==> src/rtl/down_fifo_arb.sv <==
// Two-requester round-robin burst writer into an external FIFO plus burst reader.
// Define DOWN_FIFO_ARB_STATS_EN to add per-requester write and read word counters.
module down_fifo_arb #(
    parameter int DATA_WIDTH = 24,
    parameter int ADDR_WIDTH = 8,
    parameter int BURST_LEN  = 16
) (
    input  logic                  clk_tb,
    input  logic                  tb_rst,
    input  logic                  s0_valid,
    input  logic [DATA_WIDTH-1:0] s0_data,
    output logic                  s0_ready,
    input  logic                  s1_valid,
    input  logic [DATA_WIDTH-1:0] s1_data,
    output logic                  s1_ready,
    output logic                  fifo_wr_en,
    output logic [DATA_WIDTH-1:0] fifo_wr_data,
    input  logic                  fifo_full,
    input  logic                  fifo_almost_full,
    input  logic                  fifo_empty,
    output logic                  fifo_rd_en,
    input  logic [DATA_WIDTH-1:0] fifo_rd_data,
    input  logic                  flush,
    input  logic                  m_ready,
    output logic                  m_valid,
    output logic [DATA_WIDTH-1:0] m_data,
`ifdef DOWN_FIFO_ARB_STATS_EN
    output logic [ADDR_WIDTH:0]   level,
    output logic [31:0]           wr_cnt0,
    output logic [31:0]           wr_cnt1,
    output logic [31:0]           rd_cnt
`else
    output logic [ADDR_WIDTH:0]   level
`endif
);

    localparam int DEPTH = 2 ** ADDR_WIDTH;
    localparam logic [ADDR_WIDTH:0] L_DEPTH = (ADDR_WIDTH + 1)'(DEPTH);
    localparam logic [ADDR_WIDTH:0] L_WLIM = (ADDR_WIDTH + 1)'(DEPTH - BURST_LEN);
    localparam logic [ADDR_WIDTH:0] L_BURST = (ADDR_WIDTH + 1)'(BURST_LEN);
    localparam logic [ADDR_WIDTH-1:0] L_LAST = ADDR_WIDTH'(BURST_LEN - 1);

    typedef enum logic [1:0] {
        W_IDLE,
        W_GNT0,
        W_GNT1
    } wstate_t;

    typedef enum logic {
        R_IDLE,
        R_BURST
    } rstate_t;

    wstate_t               r_wstate;
    rstate_t               r_rstate;
    logic                  r_prio;
    logic [ADDR_WIDTH-1:0] r_wcnt;
    logic [ADDR_WIDTH-1:0] r_rcnt;
    logic [ADDR_WIDTH:0]   r_level;
    logic                  r_m_valid;
    logic [DATA_WIDTH-1:0] r_m_data;

    logic w_can_start;
    logic w_pick1;
    logic w_wr0;
    logic w_wr1;
    logic w_wr_en;
    logic w_rd_en;
    logic w_rd_go;

    // New grants only when a whole burst is guaranteed to fit.
    assign w_can_start = (r_level <= L_WLIM) && !fifo_almost_full;
    assign w_pick1 = s1_valid && (!s0_valid || r_prio);

    assign s0_ready = (r_wstate == W_GNT0) && !fifo_full;
    assign s1_ready = (r_wstate == W_GNT1) && !fifo_full;
    assign w_wr0 = s0_valid && s0_ready;
    assign w_wr1 = s1_valid && s1_ready;
    assign w_wr_en = w_wr0 || w_wr1;

    assign fifo_wr_en = w_wr_en;
    assign fifo_wr_data = s1_ready ? s1_data : s0_data;

    assign w_rd_en = (r_rstate == R_BURST) && m_ready && !fifo_empty;
    assign w_rd_go = (r_level >= L_BURST) || (flush && (r_level != '0));
    assign fifo_rd_en = w_rd_en;

    assign m_valid = r_m_valid;
    assign m_data = r_m_data;
    assign level = r_level;

    always_ff @(posedge clk_tb or posedge tb_rst) begin
        if (tb_rst) begin
            r_wstate <= W_IDLE;
            r_wcnt <= '0;
            r_prio <= 1'b0;
        end else begin
            unique case (r_wstate)
                W_IDLE: begin
                    r_wcnt <= '0;
                    if ((s0_valid || s1_valid) && w_can_start)
                        r_wstate <= w_pick1 ? W_GNT1 : W_GNT0;
                end
                W_GNT0: begin
                    if (!s0_valid) begin
                        r_wstate <= W_IDLE;
                        r_wcnt <= '0;
                        r_prio <= 1'b1;
                    end else if (w_wr0) begin
                        if (r_wcnt == L_LAST) begin
                            r_wstate <= W_IDLE;
                            r_wcnt <= '0;
                            r_prio <= 1'b1;
                        end else begin
                            r_wcnt <= r_wcnt + 1'b1;
                        end
                    end
                end
                W_GNT1: begin
                    if (!s1_valid) begin
                        r_wstate <= W_IDLE;
                        r_wcnt <= '0;
                        r_prio <= 1'b0;
                    end else if (w_wr1) begin
                        if (r_wcnt == L_LAST) begin
                            r_wstate <= W_IDLE;
                            r_wcnt <= '0;
                            r_prio <= 1'b0;
                        end else begin
                            r_wcnt <= r_wcnt + 1'b1;
                        end
                    end
                end
                default: begin
                    r_wstate <= W_IDLE;
                    r_wcnt <= '0;
                end
            endcase
        end
    end

    always_ff @(posedge clk_tb or posedge tb_rst) begin
        if (tb_rst) begin
            r_rstate <= R_IDLE;
            r_rcnt <= '0;
        end else begin
            unique case (r_rstate)
                R_IDLE: begin
                    r_rcnt <= '0;
                    if (w_rd_go)
                        r_rstate <= R_BURST;
                end
                R_BURST: begin
                    if (w_rd_en) begin
                        if (r_rcnt == L_LAST) begin
                            r_rstate <= R_IDLE;
                            r_rcnt <= '0;
                        end else begin
                            r_rcnt <= r_rcnt + 1'b1;
                        end
                    end else if (fifo_empty) begin
                        r_rstate <= R_IDLE;
                        r_rcnt <= '0;
                    end
                end
                default: begin
                    r_rstate <= R_IDLE;
                    r_rcnt <= '0;
                end
            endcase
        end
    end

    always_ff @(posedge clk_tb or posedge tb_rst) begin
        if (tb_rst) begin
            r_level <= '0;
        end else begin
            unique case ({w_wr_en, w_rd_en})
                2'b10: if (r_level != L_DEPTH) r_level <= r_level + 1'b1;
                2'b01: if (r_level != '0) r_level <= r_level - 1'b1;
                default: r_level <= r_level;
            endcase
        end
    end

    // The FIFO is show-ahead, so the head word is captured with the read strobe.
    always_ff @(posedge clk_tb or posedge tb_rst) begin
        if (tb_rst) begin
            r_m_valid <= 1'b0;
            r_m_data <= '0;
        end else begin
            r_m_valid <= w_rd_en;
            if (w_rd_en)
                r_m_data <= fifo_rd_data;
        end
    end

`ifdef DOWN_FIFO_ARB_STATS_EN
    logic [31:0] r_wr_cnt0;
    logic [31:0] r_wr_cnt1;
    logic [31:0] r_rd_cnt;

    always_ff @(posedge clk_tb or posedge tb_rst) begin
        if (tb_rst) begin
            r_wr_cnt0 <= '0;
            r_wr_cnt1 <= '0;
            r_rd_cnt <= '0;
        end else begin
            if (w_wr0) r_wr_cnt0 <= r_wr_cnt0 + 32'd1;
            if (w_wr1) r_wr_cnt1 <= r_wr_cnt1 + 32'd1;
            if (w_rd_en) r_rd_cnt <= r_rd_cnt + 32'd1;
        end
    end

    assign wr_cnt0 = r_wr_cnt0;
    assign wr_cnt1 = r_wr_cnt1;
    assign rd_cnt = r_rd_cnt;
`endif

endmodule

==> config.mk <==
export PLATFORM = sky130hd
export DESIGN_NAME = down_fifo_arb
export DESIGN_NICKNAME = d
export VERILOG_FILES = /design/src/rtl/down_fifo_arb.sv
export SDC_FILE = /design/constraint.sdc
export NUM_CORES = 1
export LEC_CHECK = 0
export CAP_MARGIN = 20
export CORE_MARGIN = 8
export CORE_UTILIZATION = 44
export CTS_CLUSTER_DIAMETER = 100
export DETAILED_ROUTE_END_ITERATION = 10
export HOLD_SLACK_MARGIN = 0.06
export PLACE_DENSITY = 0.91
export SYNTH_ARGS = -nofsm -noshare
export SYNTH_HDL_FRONTEND = slang
export SYNTH_SLANG_ARGS = --single-unit
==> constraint.sdc <==
create_clock -name clk_tb -period 6.9 [get_ports clk_tb]
set_input_delay 1.035 -clock clk_tb [delete_from_list [all_inputs] [get_ports clk_tb]]
set_output_delay 1.035 -clock clk_tb [all_outputs]
set_load 0.005 [all_outputs]
==> flow_metrics.py <==
metrics = {
    "status": {
        "outcome": "finished, final reports clean",
    },
    "worst_setup_path": {
        "critPathMaxFanout": 25,
        "crit_required_ns": 5.86,
        "cp-end-kind": "output pin",
        "critPathLaunchType": "input port",
        "critPathArrivalTime_ns": 3.43,
        "path_class": "input port to output pin",
    },
    "cts": {
        "postCtsHoldBufs": 0,
        "clkSinkCount": 54,
        "clock-root-buffer": "clkbuf_8",
        "post_cts_resized": 0,
        "cts_setup_buffers": 0,
        "h-tree-depth": 2,
        "numCtsBuffers": 5,
        "cts_tree": "yes",
        "path_clk_slew_ns": 0.09,
        "clock_latency_ns": 0.31,
        "clk_path_buf_depth": 2,
    },
    "sta": {
        "finalCriticalPeriod_ns": 4.46,
        "setup_viol": 0,
        "hold_viol_final": 0,
        "max_freq_mhz": 224,
        "skew_ns": 0.00978,
        "rsz0062_at_grt": "false",
        "finalSetupTns_ns": 0,
        "timing.slew.headroom_pct": 36.2,
        "maxSlewViolCount": 0,
        "timing.final.crit_share_pct": 64.7,
        "tightestPinTransition_ns": 0.955,
        "holdWs_ns": 0.482,
    },
    "final_layout": {
        "area_growth_pct": 54.2,
        "final_cell_mix": "clkdlybuf4s50_1, nand2_1, dfrtp_1",
        "final_layout_size_suffix_gt1_share_pct": 9.05,
        "final_util_pct": 70.5,
        "n_fill_cell": 454,
        "nets": 540,
        "diodes": 0,
        "final_common_cell": "clkdlybuf4s50_1",
        "postLayoutCellArea_mm2": 0.00450,
        "stdcell_count": 530,
    },
    "die": {
        "io_pins": 143,
        "rows": 29,
        "dieArea_mm2": 0.00950,
        "core_mm2": 0.00639,
        "start_util_pct": 45.7,
        "die_h_um": 97.5,
        "die_w_um": 97.5,
    },
    "routing": {
        "final_antenna_net_count": 0,
        "vias": 2813,
        "via_per_inst": 5.31,
        "wl_met1_um": 3530,
        "drtPass1Iterations": 4,
        "routedWlPerCell_um": 16.2,
        "route.detailed.drc": 0,
        "drt_iter0_markers": 116,
        "wirelength_um": 8610,
        "dr_wl_met3_um": 1050,
        "routed.top_layer": "met4",
        "dr_wl_met2_um": 3950,
    },
    "global_routing": {
        "first_global_vias": 2879,
        "antenna_found_initial": 0,
        "overflow": 0,
        "grt_pass1_wl_um": 14100,
        "grt_use_total_pct": 17.7,
        "grt_max_degree": 55,
    },
    "synthesis": {
        "synthesis.nets": 400,
        "synth-seq-area-share_pct": 46.3,
        "ys_types": 49,
        "async_reset_ff_share_pct": 100,
        "postSynth.topFlopCell": "dfrtp_1",
        "syn_area_mm2": 0.00292,
        "synth_cells": 312,
        "ys_ff_latch": 54,
        "syn_area_per_cell_um2": 9.36,
        "synth_edf_count": 0,
        "synth_warnings": 0,
    },
    "worst_hold_path": {
        "min_path_type": "register to register",
    },
    "place": {
        "dp.cells": 521,
        "placed_cell_area_mm2": 0.00440,
        "hpwl_um": 6870,
        "gp_congestion": 0.888,
        "portBuffers": 142,
    },
    "run": {
        "maxCapViolCount": 0,
    },
    "power_and_ir_drop": {
        "ir_drop_mv": 0.210,
        "p_leak_nw": 2.00,
        "power_density_mw_per_mm2": 285,
    },
}
## worst max-delay path: stages
cell             delay [ns]
clkdlybuf4s50_1        0.61
inv_1                  0.15
nand2_1                0.73
mux2_2                 0.41
clkdlybuf4s50_1        0.48
## final timing paths
check                             from  slack [ns]  depth (start not counted)                to
setup / recovery             fifo_full        2.44                          5  fifo_wr_data[19]
hold / removal               r_wcnt[7]        0.48                          1         r_wcnt[7]
setup reg to reg           r_wstate[1]        4.27                         10          level[8]
hold reg to reg              r_wcnt[7]        0.48                          1         r_wcnt[7]
max in group asynchronous       tb_rst        5.37                          3        m_data[14]
min in group asynchronous       tb_rst        1.02                          2         m_data[3]
## cell usage after synthesis, drive strengths merged (2+ instances only)
| cell type | count | area share, % |
|---|---|---|
| a2111oi | 2 | 0.60 |
| a21o | 4 | 1.0 |
| a21oi | 8 | 1.4 |
| a22o | 2 | 0.60 |
| a22oi | 2 | 0.69 |
| a31oi | 2 | 0.43 |
| and3 | 5 | 1.1 |
| buf | 4 | 0.73 |
| clkbuf | 7 | 0.90 |
| dfrtp | 54 | 46 |
| ha | 7 | 3.0 |
| inv | 9 | 1.2 |
| mux2 | 25 | 9.6 |
| mux2i | 2 | 0.69 |
| nand2 | 83 | 11 |
| nand2b | 2 | 0.43 |
| nand3 | 11 | 1.9 |
| nand3b | 2 | 0.51 |
| nand4 | 3 | 0.64 |
| nor2 | 18 | 2.3 |
| nor2b | 3 | 0.64 |
| nor3 | 2 | 0.34 |
| nor4 | 5 | 1.3 |
| o2111ai | 2 | 0.60 |
| o21ai | 12 | 2.1 |
| o31ai | 4 | 1.0 |
| or3 | 3 | 0.64 |
| or4 | 3 | 0.90 |
| xnor2 | 3 | 0.90 |
| xor2 | 11 | 3.3 |
## flip-flops by register name (all words and copies together) (netlist names)
signal and count:
level 9, m_data 24, r_rcnt 8, m_valid 1, r_wcnt 8, r_rstate 1, r_wstate 2, r_prio 1
## routing by layer
metal | vias to the layer above | global-route usage [%]
li1 | 1367 | -
met1 | 1306 | 20.5
met2 | 134 | 27.9
met3 | 6 | 9.60
met4 | 0 | 4.31
met5 | - | 0
## stage by stage
step / power (mW) / worst slack (ns)
after floorplan: 0.765 / 3.85
after global placement: 1.10 / 2.49
after detailed placement: 1.12 / 2.42
after CTS: 1.29 / 2.41
after global routing: 1.38 / 2.25
final: 1.28 / 2.44
## cell type report
| class | count | area [µm²] | area share [%] |
|---|---|---|---|
| Timing Repair Buffer | 144 | 1450 | 32.2 |
| Clock buffer | 6 | 72.6 | 1.61 |
| Inverter | 9 | 33.8 | 0.750 |
| Sequential cell | 54 | 1350 | 30.0 |
| Multi-Input combinational cell | 238 | 1490 | 33.0 |
| Clock inverter | 2 | 13.8 | 0.306 |
| Tap cell | 77 | 96.3 | 2.14 |
## cells by family after synthesis
family | Yosys count | synth area share, %
compound gates | 47 | 11.1
xor+xnor | 14 | 4.20
fa+ha+maj | 7 | 3.00
buf+inv | 20 | 2.78
flops | 54 | 46.3
mux | 27 | 10.3
simple gates | 143 | 22.3
## power breakdown
group | switching (mW) | total [mW] | internal [mW]
sequential | 0.0914 | 0.509 | 0.418
clock | 0.0986 | 0.170 | 0.0718
combinational | 0.247 | 0.602 | 0.356
Power figures use the tool's default switching activity.
